### config.mk
export PLATFORM = sky130hd
export DESIGN_NAME = tube_scan_ctrl
export DESIGN_NICKNAME = d
export VERILOG_FILES = /design/src/rtl/tube_scan_ctrl.sv
export SDC_FILE = /design/constraint.sdc
export NUM_CORES = 1
export LEC_CHECK = 0
export ABC_CLOCK_PERIOD_IN_PS = 6530
export BUFFER_PORTS_ARGS = -buffer_cell sky130_fd_sc_hd__buf_2
export CAP_MARGIN = 20
export CORE_UTILIZATION = 58
export DETAILED_ROUTE_END_ITERATION = 8
export GPL_ROUTABILITY_DRIVEN = 1
export PLACE_DENSITY = 0.79
export SLEW_MARGIN = 20
export SYNTH_ARGS = -nofsm -noshare
export SYNTH_HDL_FRONTEND = slang
export SYNTH_SLANG_ARGS = --single-unit
### constraint.sdc
create_clock -name clk -period 6.53 [get_ports clk]
set_clock_uncertainty 0.1 [all_clocks]
set_input_delay 0.9795 -clock clk [delete_from_list [all_inputs] [get_ports clk]]
set_output_delay 0.9795 -clock clk [all_outputs]
set_load 0.01 [all_outputs]
### src/rtl/tube_scan_ctrl.sv
// tube_scan_ctrl: multiplexed 7-segment scan with dwell, blanking, LZ suppression, frame-coherent capture
// Optional blink support is compiled in when TUBE_BLINK_EN is defined.
module tube_scan_ctrl #(
   parameter int DIGITS    = 8,
   parameter int SCAN_DIV  = 1000,
   parameter int BLANK_CYC = 2,
   parameter int BLINK_DIV = 50,
   localparam int SW = $clog2(DIGITS)
) (
   input  logic                  clk,
   input  logic                  rst,
   input  logic [4*DIGITS-1:0]   digit_bcd,
   input  logic [DIGITS-1:0]     sep_mask,
   input  logic [DIGITS-1:0]     dp_mask,
   input  logic [DIGITS-1:0]     blink_mask,
   input  logic                  lz_en,
   output logic [SW-1:0]         sel,
   output logic [7:0]            seg,
   output logic                  frame_start
);
   localparam int PW = $clog2(SCAN_DIV + 1);
   logic [PW-1:0] pcnt_q, pcnt_d;
   logic [SW-1:0] sel_q, sel_d;
   logic [7:0] seg_q, seg_d;
   logic frame_start_q, frame_start_d;
   logic [4*DIGITS-1:0] bcd_q, bcd_d;
   logic [DIGITS-1:0] sep_q, sep_d, dp_q, dp_d, lz_blank;
   logic lz_q, lz_d, valid_q, valid_d;
   logic slot_end, wrap, run, blink_off, lz_off;
   logic [3:0] cur_bcd;
`ifdef TUBE_BLINK_EN
   localparam int FW = $clog2(BLINK_DIV + 1);
   logic [DIGITS-1:0] blink_q, blink_d;
   logic [FW-1:0] fcnt_q, fcnt_d;
   logic phase_q, phase_d;
`else
   logic unused_blink;
   assign unused_blink = ^blink_mask;
`endif

   function automatic logic [6:0] dec(input logic [3:0] b);
      case (b)
         4'd0: return 7'h3F;
         4'd1: return 7'h06;
         4'd2: return 7'h5B;
         4'd3: return 7'h4F;
         4'd4: return 7'h66;
         4'd5: return 7'h6D;
         4'd6: return 7'h7D;
         4'd7: return 7'h07;
         4'd8: return 7'h7F;
         4'd9: return 7'h6F;
         default: return 7'h79;
      endcase
   endfunction

   // Next-state: scan position, shadow capture on wrap, and the segment pattern for the upcoming slot
   always_comb begin
      slot_end = pcnt_q == PW'(SCAN_DIV - 1);
      wrap = slot_end && sel_q == SW'(DIGITS - 1);
      pcnt_d = slot_end ? '0 : pcnt_q + 1'b1;
      sel_d = wrap ? '0 : sel_q + SW'(slot_end);
      frame_start_d = wrap;
      bcd_d = wrap ? digit_bcd : bcd_q;
      sep_d = wrap ? sep_mask : sep_q;
      dp_d = wrap ? dp_mask : dp_q;
      lz_d = wrap ? lz_en : lz_q;
      valid_d = valid_q | wrap;
      run = 1'b1;
      for (int i = 0; i < DIGITS; i++) begin
         run = run & ~sep_d[i] & (bcd_d[4*i +: 4] == 4'd0);
         lz_blank[i] = run;
      end
`ifdef TUBE_BLINK_EN
      blink_d = wrap ? blink_mask : blink_q;
      fcnt_d = wrap ? (fcnt_q == FW'(BLINK_DIV - 1) ? '0 : fcnt_q + 1'b1) : fcnt_q;
      phase_d = phase_q ^ (wrap && fcnt_q == FW'(BLINK_DIV - 1));
      blink_off = phase_d & blink_d[sel_d];
`else
      blink_off = 1'b0;
`endif
      lz_off = lz_d && lz_blank[sel_d] && sel_d != SW'(DIGITS - 1);
      cur_bcd = bcd_d[4*sel_d +: 4];
      seg_d = (!valid_d || pcnt_d < PW'(BLANK_CYC) || blink_off || lz_off) ? 8'h00 :
              {dp_d[sel_d], sep_d[sel_d] ? 7'h40 : dec(cur_bcd)};
   end

   // State registers; async reset blanks the tube immediately
   always_ff @(posedge clk or posedge rst) begin
      if (rst) begin
         pcnt_q <= '0;
         sel_q <= '0;
         seg_q <= '0;
         frame_start_q <= 1'b0;
         bcd_q <= '0;
         sep_q <= '0;
         dp_q <= '0;
         lz_q <= 1'b0;
         valid_q <= 1'b0;
`ifdef TUBE_BLINK_EN
         blink_q <= '0;
         fcnt_q <= '0;
         phase_q <= 1'b0;
`endif
      end else begin
         pcnt_q <= pcnt_d;
         sel_q <= sel_d;
         seg_q <= seg_d;
         frame_start_q <= frame_start_d;
         bcd_q <= bcd_d;
         sep_q <= sep_d;
         dp_q <= dp_d;
         lz_q <= lz_d;
         valid_q <= valid_d;
`ifdef TUBE_BLINK_EN
         blink_q <= blink_d;
         fcnt_q <= fcnt_d;
         phase_q <= phase_d;
`endif
      end
   end

   assign sel = sel_q;
   assign seg = seg_q;
   assign frame_start = frame_start_q;
endmodule

==> impl_metrics.py <==
metrics = {
    "pwr": {
        "clock_power_share_pct": 46.6,
        "internal-power_mw": 0.692,
        "finalPower_mw": 0.881,
        "pwr-share-seq_pct": 50.6,
        "power_density_nw_per_um2": 208,
        "p_leak_nw": 1.97,
        "peakVddDrop_mv": 0.167,
        "netSwitchingFraction_pct": 21.4,
        "p_sw_mw": 0.189,
        "power_frac_comb_pct": 2.8,
    },
    "synthesis": {
        "synth_area_per_cell_um2": 9.48,
        "synth_warnings": 0,
        "synthCells": 389,
        "ys_ff_latch": 72,
        "syn_nets": 456,
        "ys_seq_area_share_pct": 48.9,
        "synth_cell_types": 53,
        "dominantRegCellSynth": "dfrtp_1",
        "syn_area_um2": 3690,
        "synth_enable_flop_cells": 0,
        "synthArstFlopShare_pct": 100,
    },
    "die": {
        "die-height_um": 81.7,
        "die_x_um": 81.7,
        "num_io_pins": 71,
        "core_area_um2": 6030,
        "dieArea_um2": 6680,
        "rows": 28,
        "start_util_pct": 61.2,
    },
    "flow_run": {
        "maxCapViolCount": 0,
    },
    "critical_path": {
        "start_kind": "flip-flop",
        "critPathCaptureType": "flip-flop",
        "cp_data_arrival_time_ps": 4480,
        "criticalPathCategory": "reg -> reg",
        "worstPathRequired_ps": 6710,
        "crit_fanout": 18,
    },
    "cells_and_area": {
        "drive_gt1_share_pct": 24.0,
        "n_antenna_cell": 0,
        "design_area_um2": 4240,
        "multi_input_comb_area_um2": 1760,
        "final_common_cell": "nand2_1",
        "regArea_um2": 1800,
        "syn2layout_area_growth_pct": 15.0,
        "n_fill_cell": 472,
        "final_cell_mix": "148 x nand2_1, 72 x dfrtp_1, 62 x buf_2",
        "finalNetCount": 512,
    },
    "sta": {
        "post-route-min-period_ps": 4310,
        "final_hold_viol_count": 0,
        "fmax_ghz": 0.232,
        "hold_slack_ps": 355,
        "setup_viol": 0,
        "setup_ws_ps": 2220,
        "period_share_pct": 66.0,
        "slew_violations": 0,
        "grt_setup_unrepaired": "false",
        "worst_pin_slew_ps": 915,
        "tns_ps": 0,
        "slew-limit-headroom_pct": 39.0,
    },
    "cts": {
        "clk-insertion-delay-late_ps": 360,
        "cts_hold_buffers": 0,
        "cts_max_path_buffers": 2,
        "numCtsBuffers": 9,
        "cts_root_buffer": "clkbuf_8",
        "clkTransAtPathRegs_ps": 80,
        "cts_max_level": 3,
        "cts_resized": 0,
        "cts_setup_buffers": 0,
        "cts_tree": "built",
        "cts.sinks": 72,
    },
    "global_route": {
        "grt_antenna_before_repair": 0,
        "grt_start_max_net_pins": 73,
        "grt_util_all_layers_pct": 27.6,
        "overflow": 0,
        "grt_pass1_vias": 2906,
        "grt_pass1_wl_mm": 13.6,
    },
    "place": {
        "dp_hpwl_mm": 5.57,
        "dp_slack_ps": 2340,
        "placed_area_um2": 4010,
        "portBuffers": 62,
        "place_congestion": 0.845,
    },
    "detailed_routing": {
        "routed.top_layer": "met4",
        "dr_wl_met2_mm": 4.09,
        "wl_met1_mm": 3.59,
        "ant_nets": 0,
        "wl_per_cell_um": 15.7,
        "via_count": 3023,
        "drtPass1Iterations": 4,
        "drtIter0Drc": 276,
        "routed_wl_mm": 8.27,
        "wl_met3_um": 424,
        "vias_per_cell": 5.76,
        "drc_errors": 0,
    },
    "outcome": {
        "outcome": "finished, final reports clean",
    },
    "min_path": {
        "hp-class": "reg -> reg",
    },
}
[worst max-delay path: stages (launching register included)]
cell and delay [ps]:
dfrtp_1 410, ha_1 370, nand4b_2 210, nor3_4 390, ha_1 740, mux4_2 590, nand2_1 80, nand2_1 80
mux2i_1 390, inv_1 180, ha_1 240, o21bai_1 190, a211oi_1 70, nor3_1 180
[per-stage QoR]
step / util [%] / instances
4_1_cts: 70.3 / 525
6_report: 70.3 / 525
2_1_floorplan: - / 389
3_5_place_dp: 66.5 / 509
3_3_place_gp: 66.5 / 509
5_1_grt: 70.3 / 525
[path summary, 6_finish.rpt]
path	startpoint	end	slack [ps]	cells after the start
max reg2reg	pcnt_q[0]	seg[6]	2220	13
min reg2reg	valid_q	valid_q	360	1
min	valid_q	valid_q	360	1
min in group asynchronous	rst	pcnt_q[0]	780	3
max	pcnt_q[0]	seg[6]	2220	13
max in group asynchronous	rst	bcd_q[27]	4930	3
[power by group through the flow]
stage	Sequential, mW	Clock, mW	Combinational [mW]
2_1_floorplan	0.454	0	0.00712
5_1_grt	0.445	0.437	0.0284
3_3_place_gp	0.454	0	0.0252
6_report	0.445	0.410	0.0251
3_5_place_dp	0.454	0	0.0255
4_1_cts	0.445	0.412	0.0256
[final cells by class]
class	count	share of cell area [%]
clock buffer	11	3.57
tap	75	2.21
timing repair buffer	63	7.50
multi-input combinational	291	41.5
inverter	8	0.827
clock inverter	5	1.86
sequential	72	42.5
[Yosys cell counts (2+ instances only)]
cell,number,area (um2)
xor2_1,2,17.5
ha_1,8,100
nand2_1,148,556
nand3_1,5,25.0
and2_1,2,12.5
o31ai_1,3,22.5
a31oi_1,4,25.0
mux4_2,9,203
mux2i_1,6,60.1
dfrtp_1,72,1800
clkbuf_1,5,18.8
or4_1,6,45.0
o21ai_0,8,40.0
and3_1,3,18.8
mux2_2,9,101
buf_2,11,55.1
nor3_1,9,45.0
a211o_1,2,17.5
nor4_1,5,31.3
nor2_1,18,67.6
xnor2_1,8,70.1
a21oi_1,7,35.0
inv_1,7,26.3
a211oi_1,3,22.5
[metal layers]
metal | vias to the layer above | track usage, %
li1 | 1439 | -
met1 | 1460 | 36.8
met2 | 106 | 43.6
met3 | 18 | 5.67
met4 | 0 | 12.1
met5 | - | 0
[cell families (layout without fill, tap and decap cells)]
logic type | after synthesis | count (layout) | share of synthesized area [%]
buf+inv | 26 | 87 | 3.39
simple gates | 207 | 207 | 24.9
compound gates | 41 | 41 | 7.50
mux | 25 | 25 | 10.3
flops | 72 | 72 | 48.9
fa+ha+maj | 8 | 8 | 2.72
xor+xnor | 10 | 10 | 2.38
[registers in the layout (all words and copies together), names as in the netlist]
signal       flops
dp_q             8
frame_start      1
sel              3
pcnt_q          10
seg              8
valid_q          1
lz_q             1
bcd_q           32
sep_q            8
No activity file was read; power rests on OpenSTA's default activity.
